[config.mk]
export PLATFORM = sky130hd
export DESIGN_NAME = regression_pass_sequencer
export DESIGN_NICKNAME = d
export VERILOG_FILES = /design/src/rtl/regression_pass_sequencer.sv
export SDC_FILE = /design/constraint.sdc
export NUM_CORES = 1
export LEC_CHECK = 0
export CAP_MARGIN = 15
export CORE_MARGIN = 8
export CORE_UTILIZATION = 49
export DETAILED_ROUTE_END_ITERATION = 10
export PLACE_DENSITY_LB_ADDON = 0.08
export SLEW_MARGIN = 20
export SYNTH_ARGS = -nofsm -noshare
export SYNTH_HDL_FRONTEND = slang
export SYNTH_SLANG_ARGS = --single-unit
export TNS_END_PERCENT = 50
[constraint.sdc]
create_clock -name clk -period 3 [get_ports clk]
set_input_delay 0.45 -clock clk [delete_from_list [all_inputs] [get_ports clk]]
set_output_delay 0.45 -clock clk [all_outputs]
set_load 0.01 [all_outputs]
[src/rtl/regression_pass_sequencer.sv]
// regression_pass_sequencer: two-pass sample-memory sequencer (coefficient pass, then error pass)
// Ports:
//   clk, rst            clock (rising edge) and asynchronous active-high reset
//   start_i, abort_i    run request (taken only in IDLE) and synchronous abort
//   mem_valid_i         sample at mem_addr_o is presented this cycle
//   coef_done_i         coefficient unit finished its divide (level or pulse)
//   mem_rd_o, mem_addr_o  sample-memory read request and address
//   cc_clr_o, en_cc_o   coefficient accumulator clear / accumulate
//   err_clr_o, en_err_o error accumulator clear / accumulate
//   busy_o, done_o      run in progress / one-cycle completion pulse
module regression_pass_sequencer #(
  parameter int N_SAMPLES = 150,
  parameter int ADDR_W    = 8
) (
  input  logic              clk,
  input  logic              rst,
  input  logic              start_i,
  input  logic              abort_i,
  input  logic              mem_valid_i,
  input  logic              coef_done_i,
  output logic              mem_rd_o,
  output logic [ADDR_W-1:0] mem_addr_o,
  output logic              cc_clr_o,
  output logic              en_cc_o,
  output logic              err_clr_o,
  output logic              en_err_o,
  output logic              busy_o,
  output logic              done_o
);
  typedef enum logic [2:0] {IDLE, CC_CLR, CC_RUN, CC_WAIT, ERR_CLR, ERR_RUN, FIN} state_t;
  localparam logic [ADDR_W-1:0] LAST = ADDR_W'(N_SAMPLES - 1);
  state_t state_q, state_d;
  logic [ADDR_W-1:0] addr_q, addr_d;
  always_ff @(posedge clk or posedge rst) begin
    if (rst) begin
      state_q <= IDLE;
      addr_q  <= '0;
    end else begin
      state_q <= state_d;
      addr_q  <= addr_d;
    end
  end
  always_comb begin
    state_d = state_q;
    addr_d  = addr_q;
    case (state_q)
      IDLE:    state_d = start_i ? CC_CLR : IDLE;
      CC_CLR:  begin state_d = CC_RUN; addr_d = '0; end
      CC_WAIT: state_d = coef_done_i ? ERR_CLR : CC_WAIT;
      ERR_CLR: begin state_d = ERR_RUN; addr_d = '0; end
      CC_RUN, ERR_RUN:
        // a stalled cycle holds both address and state; the last accepted sample rewinds the address
        if (mem_valid_i) begin
          addr_d  = (addr_q == LAST) ? '0 : addr_q + 1'b1;
          state_d = (addr_q != LAST) ? state_q : (state_q == CC_RUN) ? CC_WAIT : FIN;
        end
      default: state_d = IDLE;
    endcase
    // abort outranks everything but rst; in IDLE it also suppresses a simultaneous start
    if (abort_i) begin
      state_d = IDLE;
      addr_d  = '0;
    end
  end
  assign mem_addr_o = addr_q;
  assign mem_rd_o   = (state_q == CC_RUN) || (state_q == ERR_RUN);
  assign cc_clr_o   = state_q == CC_CLR;
  assign err_clr_o  = state_q == ERR_CLR;
  assign en_cc_o    = (state_q == CC_RUN) && mem_valid_i;
  assign en_err_o   = (state_q == ERR_RUN) && mem_valid_i;
  assign busy_o     = state_q != IDLE;
  assign done_o     = state_q == FIN;
endmodule
; Word level (Yosys, flattened, before mapping)
; Cells that the tools add are included.
[word_totals]
ff_bits = 11
output_inout_bits = 15
word_cells = 34
[op_classes]
addsub = 1
eq_ne = 10
muxes = 11
reduce_logical = 10
[op_table]
columns = cell, count
row1 = 2-to-1 mux 8 bit, 3
row2 = one-hot mux 8 bit (2 select lines), 1
row3 = 2-to-1 mux 3 bit, 5
row4 = one-hot mux 3 bit (5 select lines), 1
row5 = equality test 3 bit (second input constant), 3
row6 = adder 8 x 1 -> 8 bit (second input constant), 1
row7 = equality test 8 bit (second input constant), 1
row8 = != test 8 bit (second input constant), 1
row9 = equality test 3 x 2 -> 1 bit (second input constant), 2
row10 = != test 3 bit (second input constant), 2
row11 = nonzero test 3 bit, 2
row12 = AND reduction 2 bit, 2
row13 = OR reduction 2 bit, 2
row14 = equality test 3 x 1 -> 1 bit (second input constant), 1
row15 = logical NOT 3 bit, 1
row16 = logical AND 1 bit, 2
row17 = logical OR 1 bit, 1
row18 = 2-to-1 mux 1 bit, 1

; Longest topological paths before layout
; Gate-level depths: netlist (run 1).
[depth]
word_depth = 6
mapped_depth = 6
mapped_depth_nobuf = 6

; Worst setup path after synthesis (run 1)
; OpenSTA, ideal clock, no wires.
[synth_path]
path_kind = register -> register
start = register addr_q[0] (netlist: mem_addr_o[0])
end = register addr_q[6] (netlist: mem_addr_o[6])
t_arrival_ns = 1.568
required_time_ns = 2.922
slack_ns = 1.354
path_stages_with_launch = 6
synth_period_minus_slack_ns = 1.646
cell_sequence = dfrtp_1 -> ha_1 -> inv_1 -> or4_4 -> or3_1 -> a21oi_1
[synth_between]
elab_chain_cells = 5
word_cells_on_any_way = 6
[synth_rtl]
columns = item, line
row1 = start: declaration, 33  ; logic [ADDR_W-1:0] addr_q, addr_d;
row2 = start signal: assignment, 40  ; addr_q <= addr_d;
row3 = adder 8 x 1 -> 8 bit / equality test 8 bit (equally long branches), 54  ; addr_d = (addr_q == LAST) ? '0 : addr_q + 1'b1;
row4 = 2-to-1 mux 8 bit *, 54
row5 = 2-to-1 mux 8 bit *, 53  ; if (mem_valid_i) begin
row6 = one-hot mux 8 bit (2 select lines) *, 46  ; case (state_q)
row7 = 2-to-1 mux 8 bit *, 60  ; if (abort_i) begin
; Every way passes the cells marked *; elsewhere a longest branch is shown, timed or not. The select of a mux whose other input is x is not followed.
; A chain may end at the register's enable or synchronous reset.

; Final worst setup path (run 1)
[layout_path]
start = register state_q[1]
end = output mem_rd_o
[layout_between]
elab_chain_cells = 2
word_cells_on_any_way = 3
[layout_rtl]
columns = item, line
row1 = start: declaration, 32  ; state_t state_q, state_d;
row2 = start signal: assignment, 39  ; state_q <= state_d;
row3 = equality test 3 x 2 -> 1 bit / equality test 3 bit (equally long branches), 66  ; assign mem_rd_o = (state_q == CC_RUN) || (state_q == ERR_RUN);
row4 = logical OR 1 bit *, 66
row5 = end: declaration, 21  ; output logic mem_rd_o,
; Every way passes the cells marked *; elsewhere a longest branch is shown, timed or not.

==> flow_summary.json, run 1 <==
{
  "post_cts_resize_count": 0,
  "grtUsageTotal_pct": 12.9,
  "power_frac_clock_pct": 29.0,
  "status": "finished, final reports clean",
  "dp.cells": 117,
  "r2r_cells": 5,
  "grt_max_degree": 18,
  "post-route-drc-count": 0,
  "io_pins": 21,
  "gr-total-overflow": 0,
  "gp_congestion": 0.765,
  "drt_iter0_drc": 9,
  "cts-buffers-inserted": 3,
  "synth-seq-cells": 11,
  "cp_max_fo": 14,
  "n_antenna_cell": 0,
  "yosys.area.top_type": "dfrtp_1",
  "dr_total_vias": 719,
  "netlist.area_leader.share_pct": 36.8,
  "first_global_vias": 661,
  "stdcell_count": 121,
  "area_growth_pct": 30.4,
  "r2r_setup_slack_ns": 1.16,
  "crit_slowest_cell": "dfrtp_1",
  "peakVddDrop_mv": 0.218,
  "arrival_ns": 1.93,
  "synth_enable_flop_cells": 0,
  "swShare_pct": 29.0,
  "power.internal_mw": 0.248,
  "drive_gt1_share_pct": 13.3,
  "synthFlopType": "dfrtp_1",
  "start_kind": "flip-flop",
  "rows": 14,
  "hold_violations": 0,
  "clockBufferDepth": 2,
  "core_area_mm2": 0.00147,
  "switchingPower_mw": 0.101,
  "fmax_mhz": 420,
  "min_period_ns": 2.38,
  "cts.sink_count": 11,
  "first_pass_iters": 5,
  "yosysWarnings": 0,
  "antenna_found_initial": 0,
  "cp_top_family": "flip-flops",
  "worstPathRequired_ns": 2.55,
  "ys_top_cells_by_area": "dfrtp_1, nand2_1, a21oi_1",
  "seq_area_um2": 275,
  "tightest_slew_ns": 0.445,
  "syn_nets": 92,
  "die_y_um": 55.1,
  "worstReg2RegEnd": "mem_addr_o[7]$_DFFE_PP0P_",
  "drv_cap": 0,
  "slew_headroom_pct": 70.3,
  "grt_pass1_wl_um": 2800,
  "postRouteAntennaNets": 0,
  "p_comb_share_pct": 23.4,
  "io_buffers": 20,
  "synthCells": 84,
  "rsz0062_at_grt": "no",
  "drv_slew": 0,
  "initial_core_util_pct": 50.9,
  "cts_setup_buffers": 0,
  "die_w_um": 55.1,
  "nets": 114,
  "final_cell_mix": "clkdlybuf4s50_1, dfrtp_1, nand2_1, nand3_1, a21oi_1",
  "period_share_pct": 79.3,
  "path_cells": "or3b_1 > nand2_1 > clkdlybuf4s50_1",
  "r2r-start": "state_q[0]$_DFFE_PP0P_",
  "wirelength_um": 1730,
  "ys_seq_area_share_pct": 36.8,
  "clk_latency_ns": 0.27,
  "vias_per_cell": 5.94,
  "htree_num_levels": 1,
  "critical-path-max-stage-delay_ns": 0.57,
  "end_kind": "primary output",
  "place_hpwl_um": 1280,
  "cts_tree": "built",
  "async_flop_share_pct": 100,
  "synth.distinct_cells": 35,
  "clk_pin_slew_worst_paths_ns": 0.07,
  "syn_area_per_cell_um2": 8.91,
  "cts-hold-fix-buffers": 0,
  "path_buf_inv": 1,
  "final_common_cell": "clkdlybuf4s50_1",
  "multi_input_area_um2": 424,
  "setup_viol": 0,
  "root_buffer": "clkbuf_4",
  "avgRoutedWirePerCell_um": 14.3,
  "leakagePower_nw": 0.372,
  "fin_skew_ns": 0.000925,
  "power.density_mw_per_mm2": 358,
  "tns_ns": 0,
  "seqPwrFrac_pct": 47.6,
  "holdCritPathClass": "primary input to async pin",
  "die_area_mm2": 0.00303,
  "fillerInstances": 136,
  "critPathKind": "flip-flop to primary output",
  "synthesis.area_um2": 748,
  "startpoint": "state_q[1]$_DFFE_PP0P_"
}
-- synth_stat cells, drive strengths merged (2+ instances only) --
master and instances:
a211oi 2, a21oi 6, a31oi 2, buf 3, dfrtp 11, ha 2
inv 6, nand2 7, nand2b 2, nand3 5, nand3b 2, nand4 2
nor2 4, nor3 2, o21ai 4, o22ai 2, o31ai 3, or3 5
or4 3
-- state kept, by name, summed over array words and instances (netlist names) --
| name | cells |
|---|---|
| mem_addr_o | 8 |
| state_q | 3 |
-- how the worst max path moves through the flow --
stage                                      to  slack, ns  cells past startpoint
global placement                      en_cc_o       0.80                      3
floorplan           mem_addr_o[6]$_DFFE_PP0P_       1.35                      5
global route                         mem_rd_o       0.51                      3
detailed placement                    en_cc_o       0.79                      3
CTS                                  mem_rd_o       0.62                      3
finish                               mem_rd_o       0.62                      3
-- power groups by stage --
stage,clock (mW),sequential [mW],combinational (mW)
after CTS,0.107,0.166,0.0824
after global routing,0.113,0.168,0.0895
after detailed placement,0,0.169,0.0818
after floorplan,0,0.160,0.0578
final,0.101,0.166,0.0818
after global placement,0,0.168,0.0803
-- area by class of cell --
class / instances / area share, %
sequential: 11 / 28.2
clock buffer: 4 / 2.69
tap: 16 / 2.05
timing repair buffer: 21 / 21.3
inverter: 6 / 2.31
multi-input combinational: 63 / 43.5
-- stage by stage --
stage | hold WS (ns) | area [µm²] | setup slack, ns | power (mW) | utilization (%)
floorplan | 0.302 | 748 | 1.35 | 0.218 | -
global placement | 0.544 | 950 | 0.800 | 0.248 | 64.5
detailed placement | 0.558 | 950 | 0.789 | 0.250 | 64.5
CTS | 0.483 | 976 | 0.617 | 0.355 | 66.3
global route | 0.501 | 976 | 0.515 | 0.371 | 66.3
finish | 0.476 | 976 | 0.620 | 0.349 | 66.3
-- metal layers --
metal  up-vias  wire length, µm  track usage [%]
li1        356                -                -
met1       341              812             15.3
met2        18              779             20.1
met3         4              119             5.61
met4         0               21             4.80
met5         -                0                0
-- worst register-to-register path, stage by stage, from the launching register on --
cell	delay [ns]
dfrtp_1	0.50
and4bb_1	0.36
a211oi_2	0.05
buf_4	0.19
or4_1	0.50
a21oi_1	0.15
-- kinds of logic (layout without fill, tap and decap cells) --
kind of cell | after synthesis | in the layout | synth area share [%]
compound gates | 24 | 24 | 23.9
fa+ha+maj | 2 | 2 | 3.34
buf+inv | 10 | 31 | 6.52
flops | 11 | 11 | 36.8
simple gates | 37 | 37 | 29.4
(Power assumes the default switching activity.)
==> inputs of run 2 (changes only) <==
- CORE_UTILIZATION: 49 -> 46
- clock period: 3 -> 2.4 ns (I/O delays scaled with it)
==> run 2 against run 1 <==
  * Wire length up 3.9%
  * Sequential share of layout area down 0.67 points
  * Sequential power up 20%
  * Clock power up 22%
  * Register-to-register slack worse by 0.53 ns
  * Combinational power up 43%
  * Hold slack worse by 0.092 ns
==> flow_summary.json, run 2 (synthesized netlist as in run 1, its figures left out) <==
{
  "first_pass_iters": 4,
  "drv_cap": 0,
  "die_w_um": 56.3,
  "drt_iter0_drc": 12,
  "initial_core_util_pct": 49.1,
  "die_y_um": 56.3,
  "power.internal_mw": 0.312,
  "slew_headroom_pct": 72.2,
  "final_cell_mix": "clkdlybuf4s50_1, dfrtp_1, nand2_1, nand3_1, a21oi_1",
  "holdCritPathClass": "primary input to async pin",
  "grtUsageTotal_pct": 10.9,
  "placed_cell_area_um2": 972,
  "post-route-util_pct": 65.6,
  "postRouteAntennaNets": 0,
  "die_area_mm2": 0.00317,
  "avgRoutedWirePerCell_um": 14.5,
  "gr-total-overflow": 0,
  "worstPathRequired_ns": 2.04,
  "cts.sink_count": 11,
  "area_growth_pct": 33.6,
  "post_cts_resize_count": 0,
  "arrival_ns": 1.81,
  "htree_num_levels": 1,
  "io_pins": 21,
  "power_frac_clock_pct": 28.0,
  "tns_ns": 0,
  "p_comb_share_pct": 26.7,
  "place_hpwl_um": 1400,
  "swShare_pct": 28.9,
  "root_buffer": "clkbuf_4",
  "cp_max_fo": 7,
  "end_kind": "primary output",
  "startpoint": "state_q[2]$_DFFE_PP0P_",
  "cts-hold-fix-buffers": 0,
  "dr_total_vias": 724,
  "clockBufferDepth": 2,
  "post-route-drc-count": 0,
  "largest_reg_flops": 8,
  "drv_slew": 0,
  "grt_max_degree": 18,
  "period_share_pct": 90.6,
  "stdcell_area_um2": 1000,
  "seqPwrFrac_pct": 45.3,
  "cts-buffers-inserted": 3,
  "power.density_mw_per_mm2": 439,
  "vias_per_cell": 5.84,
  "r2r_cells": 6,
  "post-place-ws_ns": 0.276,
  "wirelength_um": 1800,
  "finalPower_mw": 0.439,
  "n_antenna_cell": 0,
  "rows": 14,
  "fin_ws_ns": 0.226,
  "first_global_vias": 710,
  "antenna_found_initial": 0,
  "status": "finished, final reports clean",
  "rsz0062_at_grt": "no",
  "grt_pass1_wl_um": 2980,
  "critPathKind": "flip-flop to primary output",
  "fmax_mhz": 460,
  "min_period_ns": 2.17,
  "setup_viol": 0,
  "switchingPower_mw": 0.127,
  "gp_congestion": 0.802,
  "io_buffers": 20,
  "peakVddDrop_mv": 0.437,
  "start_kind": "flip-flop",
  "hold_violations": 0,
  "cts_tree": "built",
  "r2r-start": "state_q[1]$_DFFE_PP0P_",
  "cts_setup_buffers": 0,
  "final_common_cell": "clkdlybuf4s50_1",
  "fin_skew_ns": 0.00132,
  "nets": 117,
  "core_area_mm2": 0.00152,
  "leakagePower_nw": 0.390,
  "clk_pin_slew_worst_paths_ns": 0.07,
  "drive_gt1_share_pct": 16.7,
  "tightest_slew_ns": 0.417,
  "clk_latency_ns": 0.26
}
-- run 2: final timing paths --
kind | endpoint | slack, ns
min in group clk | mem_addr_o[7]$_DFFE_PP0P_ | 0.57
max in group asynchronous | mem_addr_o[1]$_DFFE_PP0P_ | 1.73
worst min register to register | mem_addr_o[7]$_DFFE_PP0P_ | 0.57
worst max-delay path | mem_rd_o | 0.23
worst min-delay path | mem_addr_o[6]$_DFFE_PP0P_ | 0.38
worst max register to register | mem_addr_o[7]$_DFFE_PP0P_ | 0.63
-- run 2: layout make-up --
type,instances,area (µm²)
Sequential cell,11,275
Clock inverter,1,5.00
Clock buffer,3,22.5
Timing Repair Buffer,24,230
Fill cell,130,524
Tap cell,16,20.0
Multi-Input combinational cell,63,424
Inverter,6,22.5
-- run 2: worst max-delay path: stages, from the launching register on --
cell and delay, ns:
dfrtp_1 0.45, or3b_1 0.46, nand2_1 0.09, clkdlybuf4s50_1 0.54
-- run 2: power by group through the flow --
stage          Clock [mW]  Combinational (mW)  Sequential [mW]
2_1_floorplan           0              0.0723            0.200
3_3_place_gp            0               0.116            0.202
3_5_place_dp            0               0.117            0.202
4_1_cts             0.128               0.117            0.198
5_1_grt             0.139               0.128            0.200
6_report            0.123               0.117            0.199
-- run 2: routing by layer --
metal | share of wire [%] | GRT usage (%)
met1 | 49 | 13.4
met2 | 44 | 17.4
met3 | 6.3 | 4.49
met4 | 0 | 2.06
met5 | 0 | 0
-- run 2: stage by stage --
step,std cells,hold WS (ns)
2_1_floorplan,84,0.212
3_3_place_gp,120,0.550
3_5_place_dp,120,0.559
4_1_cts,124,0.397
5_1_grt,124,0.433
6_report,124,0.384
